## src/rtl/sobol_gen.sv

```systemverilog
// 1-D Gray-code Sobol sequence generator with a loadable direction-number table.
// Emits u in (0,1) as an unsigned QFRAC-bit fraction over a valid/ready port.
package fpga_cfg_pkg;
    localparam int FP_WIDTH = 32;
    localparam int FP_QFRAC = 16;
endpackage

module sobol_gen #(
    parameter int  WIDTH  = fpga_cfg_pkg::FP_WIDTH,
    parameter int  QFRAC  = fpga_cfg_pkg::FP_QFRAC,
    parameter int  NBITS  = 32,
    parameter int  MAXLOG = 20,
    localparam int AW     = $clog2(MAXLOG)
) (
    input  logic              clk,
    input  logic              rst_n,
    input  logic              dir_we,
    input  logic [AW-1:0]     dir_addr,
    input  logic [NBITS-1:0]  dir_data,
    input  logic              start,
    input  logic [MAXLOG-1:0] seq_len,
    output logic              busy,
    output logic              done,
    output logic              valid_out,
    input  logic              ready_in,
    output logic [WIDTH-1:0]  u
);

    typedef enum logic [1:0] {
        S_IDLE,
        S_RUN,
        S_DRAIN
    } state_t;

    state_t            state;
    state_t            state_nxt;

    logic [NBITS-1:0]  v_tab [MAXLOG];
    logic [NBITS-1:0]  x;
    logic [NBITS-1:0]  x_nxt;
    logic [MAXLOG-1:0] idx;
    logic [MAXLOG-1:0] remaining;
    logic [AW-1:0]     c_idx;
    logic              c_found;
    logic [QFRAC-1:0]  frac;
    logic [WIDTH-1:0]  u_nxt;
    logic              load;
    logic              xfer;
    logic              tab_wr;

    assign busy   = (state != S_IDLE);
    assign xfer   = valid_out && ready_in;
    assign tab_wr = (state == S_IDLE) && dir_we && (32'(dir_addr) < 32'(MAXLOG));

    // Gray-code step: flip the direction number at the lowest zero bit of idx.
    always_comb begin
        c_idx   = '0;
        c_found = 1'b0;
        for (int unsigned i = 0; i < MAXLOG; i++) begin
            if (!c_found && !idx[i]) begin
                c_idx   = AW'(i);
                c_found = 1'b1;
            end
        end
    end

    assign x_nxt = x ^ v_tab[c_idx];
    assign frac  = x_nxt[NBITS-1 -: QFRAC];
    // Zero never leaves the block; a truncated zero becomes one LSB.
    assign u_nxt = (frac == '0) ? WIDTH'(1) : WIDTH'(frac);

    always_ff @(posedge clk or negedge rst_n) begin
        if (!rst_n) begin
            state <= S_IDLE;
        end else begin
            state <= state_nxt;
        end
    end

    always_comb begin
        state_nxt = state;
        load      = 1'b0;
        case (state)
            S_IDLE: begin
                if (start && (seq_len != '0)) begin
                    state_nxt = S_RUN;
                end
            end
            S_RUN: begin
                if (!valid_out || ready_in) begin
                    load = 1'b1;
                    if (remaining == MAXLOG'(1)) begin
                        state_nxt = S_DRAIN;
                    end
                end
            end
            S_DRAIN: begin
                if (xfer) begin
                    state_nxt = S_IDLE;
                end
            end
            default: state_nxt = S_IDLE;
        endcase
    end

    always_ff @(posedge clk or negedge rst_n) begin
        if (!rst_n) begin
            for (int unsigned k = 0; k < MAXLOG; k++) begin
                v_tab[k] <= NBITS'(1) << (NBITS - 1 - k);
            end
        end else if (tab_wr) begin
            v_tab[dir_addr] <= dir_data;
        end
    end

    always_ff @(posedge clk or negedge rst_n) begin
        if (!rst_n) begin
            x         <= '0;
            idx       <= '0;
            remaining <= '0;
            valid_out <= 1'b0;
            u         <= '0;
            done      <= 1'b0;
        end else begin
            done <= 1'b0;
            case (state)
                S_IDLE: begin
                    if (start) begin
                        if (seq_len != '0) begin
                            remaining <= seq_len;
                            x         <= '0;
                            idx       <= '0;
                        end else begin
                            done <= 1'b1;
                        end
                    end
                end
                S_RUN: begin
                    if (load) begin
                        x         <= x_nxt;
                        idx       <= idx + MAXLOG'(1);
                        remaining <= remaining - MAXLOG'(1);
                        u         <= u_nxt;
                        valid_out <= 1'b1;
                    end
                end
                S_DRAIN: begin
                    if (xfer) begin
                        valid_out <= 1'b0;
                        done      <= 1'b1;
                    end
                end
                default: ;
            endcase
        end
    end

endmodule

```

## config.mk

```make
export PLATFORM = sky130hd
export DESIGN_NAME = sobol_gen
export DESIGN_NICKNAME = d
export VERILOG_FILES = /design/src/rtl/sobol_gen.sv
export SDC_FILE = /design/constraint.sdc
export NUM_CORES = 1
export LEC_CHECK = 0
export BUFFER_PORTS_ARGS = -buffer_cell sky130_fd_sc_hd__buf_4
export CAP_MARGIN = 30
export CORE_MARGIN = 5
export CORE_UTILIZATION = 35
export CTS_CLUSTER_DIAMETER = 40
export DETAILED_ROUTE_END_ITERATION = 6
export HOLD_SLACK_MARGIN = 0.12
export MAX_ROUTING_LAYER = met4
export PLACE_DENSITY = 0.5
export SYNTH_ARGS = -nofsm -noshare
export SYNTH_HDL_FRONTEND = slang
export SYNTH_SLANG_ARGS = --single-unit
```

## constraint.sdc

```tcl
create_clock -name clk -period 5.72 [get_ports clk]
set_clock_uncertainty 0.2 [all_clocks]
set_input_delay 0 -clock clk [delete_from_list [all_inputs] [get_ports clk]]
set_output_delay 0 -clock clk [all_outputs]
set_load 0.01 [all_outputs]
```

==> results.cfg, run 1 <==
[yosys]
yosysUniqueCellTypes = 84
yosysTopAreaCell = dfrtp_1
synth_top_area_frac = 0.480
syn_area_um2 = 19800
async_flop_share = 1.00
ys_ff_latch = 396
yosysSeqAreaShare = 0.501
yosysWarnings = 0
syn_avg_cell_area_um2 = 11.0
synth_edf_count = 0
synthFlopType = dfrtp_1
syn_inst = 1801
ys_top_cells_by_area = dfrtp_1 48%, mux2_2 19%, nand2_1 4.3%, mux2i_1 3.5%, dfstp_2 2.1%

[timing]
setup_violations = 0
slew_headroom = 0.348
rsz0062_at_grt = false
maxSlewViolCount = 0
period_share = 0.922
timing.fmax_mhz = 190
finalSetupTns_ns = 0
finalHoldViolCount = 0
fin_crit_ns = 5.27
tightestPinTransition_ns = 0.975

[clock_tree]
htreeDepth = 3
cts-root-buf = clkbuf_16
cts_resized = 0
clock_latency_ns = 0.58
postCtsSetupBuffers = 0
cts.hold.buffers_added = 81
cts_sinks = 396
cts_inserted_buffers = 69
clock_path_buffers = 3
tritoncts = built
clk_pin_slew_worst_paths_ns = 0.05

[route]
firstDrtPassIters = 5
routedWlPerCell_um = 22.5
drc = 0
drtIter0Drc = 1063
vias_per_cell = 5.41
num_vias = 14868
antenna_left = 0
routed_wirelength_um = 61900

[power]
sw_frac_of_total = 0.313
power_frac_seq = 0.359
comb_power_share = 0.249
powerDensity_nw_per_um2 = 441
power_leakage_nw = 10.9
switchingPower_mw = 3.36
pwr-share-clk = 0.392
max-vdd-ir-drop_mv = 0.235
p_int_mw = 7.38

[worst_hold_path]
hp-start = dir_data[22]
hold_path_class = input port to flop

[floorplan]
dieArea_um2 = 61400
start_util = 0.353
die_y_um = 248
core-area_um2 = 56200
io-pin-count = 97
die_w_um = 248
rows = 87

[worst_setup_path]
path_class = flop to flop
worstPathMaxFanout = 49
crit_top_cell = a311oi_1
worstPathCellList = ha_1, nand3_2, a311oi_1, a311oi_1, nand2_1, a21oi_4, buf_12, mux2_2, a21oi_1, nand4_1, nand3b_1, or3b_1, or4_4, o31ai_2
rr_startpoint = idx[0]
cp_slowest_cell = a311oi_1
slowest_delay_ns = 0.56
crit_path_end_kind = flop
worstPathRequired_ns = 6.02
crit_path_start = idx[0]
cp_data_arrival_time_ns = 5.57
critical_path.startpoint_type = flop

[status]
status = completed

[layout]
nets = 2005
post-route-util = 0.433
fillers = 5301
area_growth_syn_to_layout_pct = 22.9
final_layout_size_suffix_gt1_frac = 0.314
seqCellArea_um2 = 9930
multi_input_area_um2 = 9230

[global_route]
grt_pass1_vias = 14680
use_met2 = 0.326
antenna_found_initial = 1
grt_usage = 0.206
grt.met3_usage = 0.0331
grt_pass1_wl_um = 93500
grt_max_degree = 131
grtUsageMet1 = 0.277
grt_remaining_overflow = 0
grt_busiest_layer = met2

[placed_design]
hpwl_um = 38300
port_buffers = 64
routabilityCongestion = 0.848

[job]
max-cap-violations = 0
-- synth_stat cells, drive strengths merged, types with 17 or more instances --
cell,number
dfrtp,380
mux2,328
nand2,228
nor2,101
clkbuf,84
nand3,77
mux2i,69
o21ai,62
buf,60
a21oi,50
nor3,33
and3,24
inv,24
a22oi,21
nor4,19
nand4,17
o22ai,17
-- worst max-delay path: cells and delay by family, from the launching register on --
kind / cells / cell delay, ns
buf+inv: 1 / 0.34
mux: 1 / 0.39
compound gates: 5 / 1.48
fa+ha+maj: 1 / 0.34
simple gates: 6 / 1.97
flops: 1 / 0.45
-- kinds of logic (layout without fill, tap and decap cells) --
| family | Yosys count | in the layout | synth area share |
|---|---|---|---|
| simple gates | 557 | 557 | 0.136 |
| mux | 398 | 398 | 0.223 |
| flops | 396 | 396 | 0.501 |
| compound gates | 252 | 252 | 0.0846 |
| buf+inv | 168 | 344 | 0.0413 |
| xor+xnor | 24 | 24 | 0.0106 |
| fa+ha+maj | 5 | 5 | 0.00316 |
| other cells | 1 | 17 | 0.000189 |
-- layout by cell type, fill, tap and decap left out, types with 59 or more instances in the layout --
cell           instances
mux2i_1               69
nor2_1                84
dfrtp_1              380
nand2_1              227
buf_4                108
clkbuf_16             73
nand3_1               75
dlygate4sd3_1         80
mux2_2               326
o21ai_0               59
-- final timing paths --
kind | end | cells after the start | slack (ns)
worst min-delay path | v_tab[566] | 4 | 0.16
max in group asynchronous | v_tab[572] | 4 | 4.00
min in group asynchronous | v_tab[507] | 3 | 0.39
worst max register to register | u[0] | 14 | 0.45
worst max-delay path | u[0] | 14 | 0.45
worst min register to register | u[9] | 2 | 0.28
-- final cells by class --
class                   instances  share of cell area
diodes                          1            0.000103
clock buffers                  87              0.0797
clock inverters                38              0.0183
inverters                      24             0.00370
multi-input cells            1252               0.379
flip-flops and latches        396               0.408
well taps                     756              0.0389
repair buffers                195              0.0724
-- per-stage QoR --
stage                     power, mW  instances  hold WS (ns)  worst slack [ns]  instance area [um2]
after global routing           11.3       2749         0.175             0.225                24300
after floorplan                5.60       1816        -0.496              1.74                19900
final                          10.7       2749         0.159             0.448                24300
after detailed placement       6.51       2541       -0.0830             0.507                21100
after CTS                      10.8       2747         0.120             0.493                24300
after global placement         6.44       2541       -0.0815             0.686                21100
-- routing by layer --
layer	up-vias	share of wire
met1	7662	0.45
met4	0	0.022
met3	89	0.052
met5	-	0
li1	6713	-
met2	404	0.47
-- power by group through the flow --
stage	registers, mW	logic, mW	clock network, mW
finish	3.85	2.68	4.21
global route	3.92	2.95	4.43
CTS	3.84	2.70	4.29
detailed placement	3.88	2.63	0
global placement	3.86	2.59	0
floorplan	3.80	1.81	0
-- sequential cells by signal, indices dropped and copies added, names as in the netlist --
| name | flops |
|---|---|
| v_tab | 320 |
| idx | 20 |
| remaining | 20 |
| u | 16 |
| x | 16 |
| state | 2 |
| done | 1 |
| valid_out | 1 |
Power figures use the tool's default switching activity.
==> inputs of run 2 (changes only) <==
==> constraint.sdc (replaced) <==
create_clock -name clk -period 6.2 [get_ports clk]
set_clock_uncertainty 0.2 [all_clocks]
set_input_delay 0 -clock clk [delete_from_list [all_inputs] [get_ports clk]]
set_output_delay 0 -clock clk [all_outputs]
set_load 0.01 [all_outputs]
==> results.cfg, run 2 (synthesized netlist as in run 1, its figures left out) <==
[status]
status = completed

[global_route]
grt_max_degree = 183
grt_pass1_vias = 14722
grt_usage = 0.205
grt_remaining_overflow = 0
grt_pass1_wl_um = 92700
antenna_found_initial = 1

[clock_tree]
cts-root-buf = clkbuf_16
cts_resized = 0
clock_latency_ns = 0.59
htreeDepth = 3
tritoncts = built
clock_path_buffers = 3
postCtsSetupBuffers = 0
cts_inserted_buffers = 70
clk_pin_slew_worst_paths_ns = 0.05
cts_sinks = 396

[floorplan]
die_y_um = 248
rows = 87
io-pin-count = 97
start_util = 0.353
die_w_um = 248
dieArea_um2 = 61400
core-area_um2 = 56200

[worst_setup_path]
crit_path_end_kind = flop
slowest_delay_ns = 0.88
cp_data_arrival_time_ns = 5.75
worstPathRequired_ns = 6.49
critical_path.startpoint_type = flop
crit_top_cell = nand4_1
path_class = flop to flop
cp_slowest_cell = o21ai_4
worstPathCellList = ha_1, nand3_2, nor3_4, nand4_1, and2_1, o21ai_4, buf_4, a211oi_1, nand4_1, a21boi_1, mux2i_1, a21bo_1, or4_4, o31ai_2
worstPathMaxFanout = 23

[power]
max-vdd-ir-drop_mv = 0.226
powerDensity_nw_per_um2 = 408
comb_power_share = 0.245
power_leakage_nw = 10.9
switchingPower_mw = 3.14
power_frac_seq = 0.358
power_mw = 9.92
sw_frac_of_total = 0.317
pwr-share-clk = 0.396
p_int_mw = 6.78

[layout]
final_common_cell = dfrtp_1
final_layout_size_suffix_gt1_frac = 0.316
nets = 1999
area_growth_syn_to_layout_pct = 22.8
top_register = v_tab
largest_reg_flops = 320
reg_top3 = v_tab (320), idx (20), remaining (20)
mostFrequentLayoutCells = 380 x dfrtp_1, 326 x mux2_2, 227 x nand2_1

[route]
drc = 0
routedWlPerCell_um = 22.3
firstDrtPassIters = 5
drtIter0Drc = 1063
routed_wirelength_um = 61300
vias_per_cell = 5.37
antenna_left = 0
num_vias = 14745

[timing]
maxSlewViolCount = 0
slew_headroom = 0.241
period_share = 0.880
rsz0062_at_grt = false
tightestPinTransition_ns = 1.14
finalSetupTns_ns = 0
timing.fmax_mhz = 183
finalHoldViolCount = 0
fin_crit_ns = 5.45
setup_violations = 0

[placed_design]
hpwl_um = 38700
routabilityCongestion = 0.833
port_buffers = 64

[job]
max-cap-violations = 0

[worst_hold_path]
hold_path_class = input port to flop
-- run 2: worst paths after layout --
path	from	to	slack [ns]	depth (start not counted)
setup / recovery	idx[0]	u[0]	0.75	14
hold / removal	dir_data[28]	v_tab[476]	0.17	3
setup reg to reg	idx[0]	u[0]	0.75	14
hold reg to reg	u[10]	u[10]	0.28	1
max in group asynchronous	rst_n	v_tab[30]	4.31	4
min in group asynchronous	rst_n	v_tab[210]	0.37	3
-- run 2: layer usage --
layer / vias to the layer above / global-route usage / routed length, um
met3: 85 / 0.0368 / 3300
met1: 7528 / 0.272 / 27900
met4: 0 / 0.0666 / 1640
li1: 6720 / - / -
met5: - / - / 0
met2: 412 / 0.320 / 28500
-- run 2: per-stage QoR --
stage               instances  hold slack [ns]   util  area, um2  worst slack [ns]
finish                   2745            0.172  0.433      24300             0.747
global route             2745            0.174  0.433      24300             0.571
CTS                      2743            0.135  0.432      24300             0.852
detailed placement       2536          -0.0435  0.375      21100             0.890
global placement         2535          -0.0531  0.374      21000             0.902
floorplan                1816           -0.496      -      19900              2.22
-- run 2: critical path: cells and delay by family, from the launching register on --
| kind | cells | cell delay [ns] |
|---|---|---|
| AOI/OAI and AO/OA | 5 | 1.82 |
| adders and majority gates | 1 | 0.38 |
| buffers and inverters | 1 | 0.46 |
| DFF | 1 | 0.45 |
| muxes | 1 | 0.17 |
| and+or+nand+nor | 6 | 1.85 |
-- run 2: cell type report --
class,count,area (um2)
timing repair buffer,188,1690
multi-input combinational,1252,9230
sequential,396,9930
clock inverter,45,477
clock buffer,83,1950
fill,5280,31800
tap,756,946
inverter,24,90.1
antenna,1,2.50
-- run 2: what timing repair did --
item	in CTS	in global routing
endpoints found under the hold margin	535	0
hold buffers	79	0
setup endpoints to repair	0	0
-- run 2: power groups by stage --
stage	combinational, mW	sequential [mW]	clock (mW)
finish	2.43	3.55	3.93
global route	2.68	3.62	4.13
CTS	2.45	3.54	4.01
detailed placement	2.40	3.58	0
global placement	2.36	3.56	0
floorplan	1.67	3.50	0
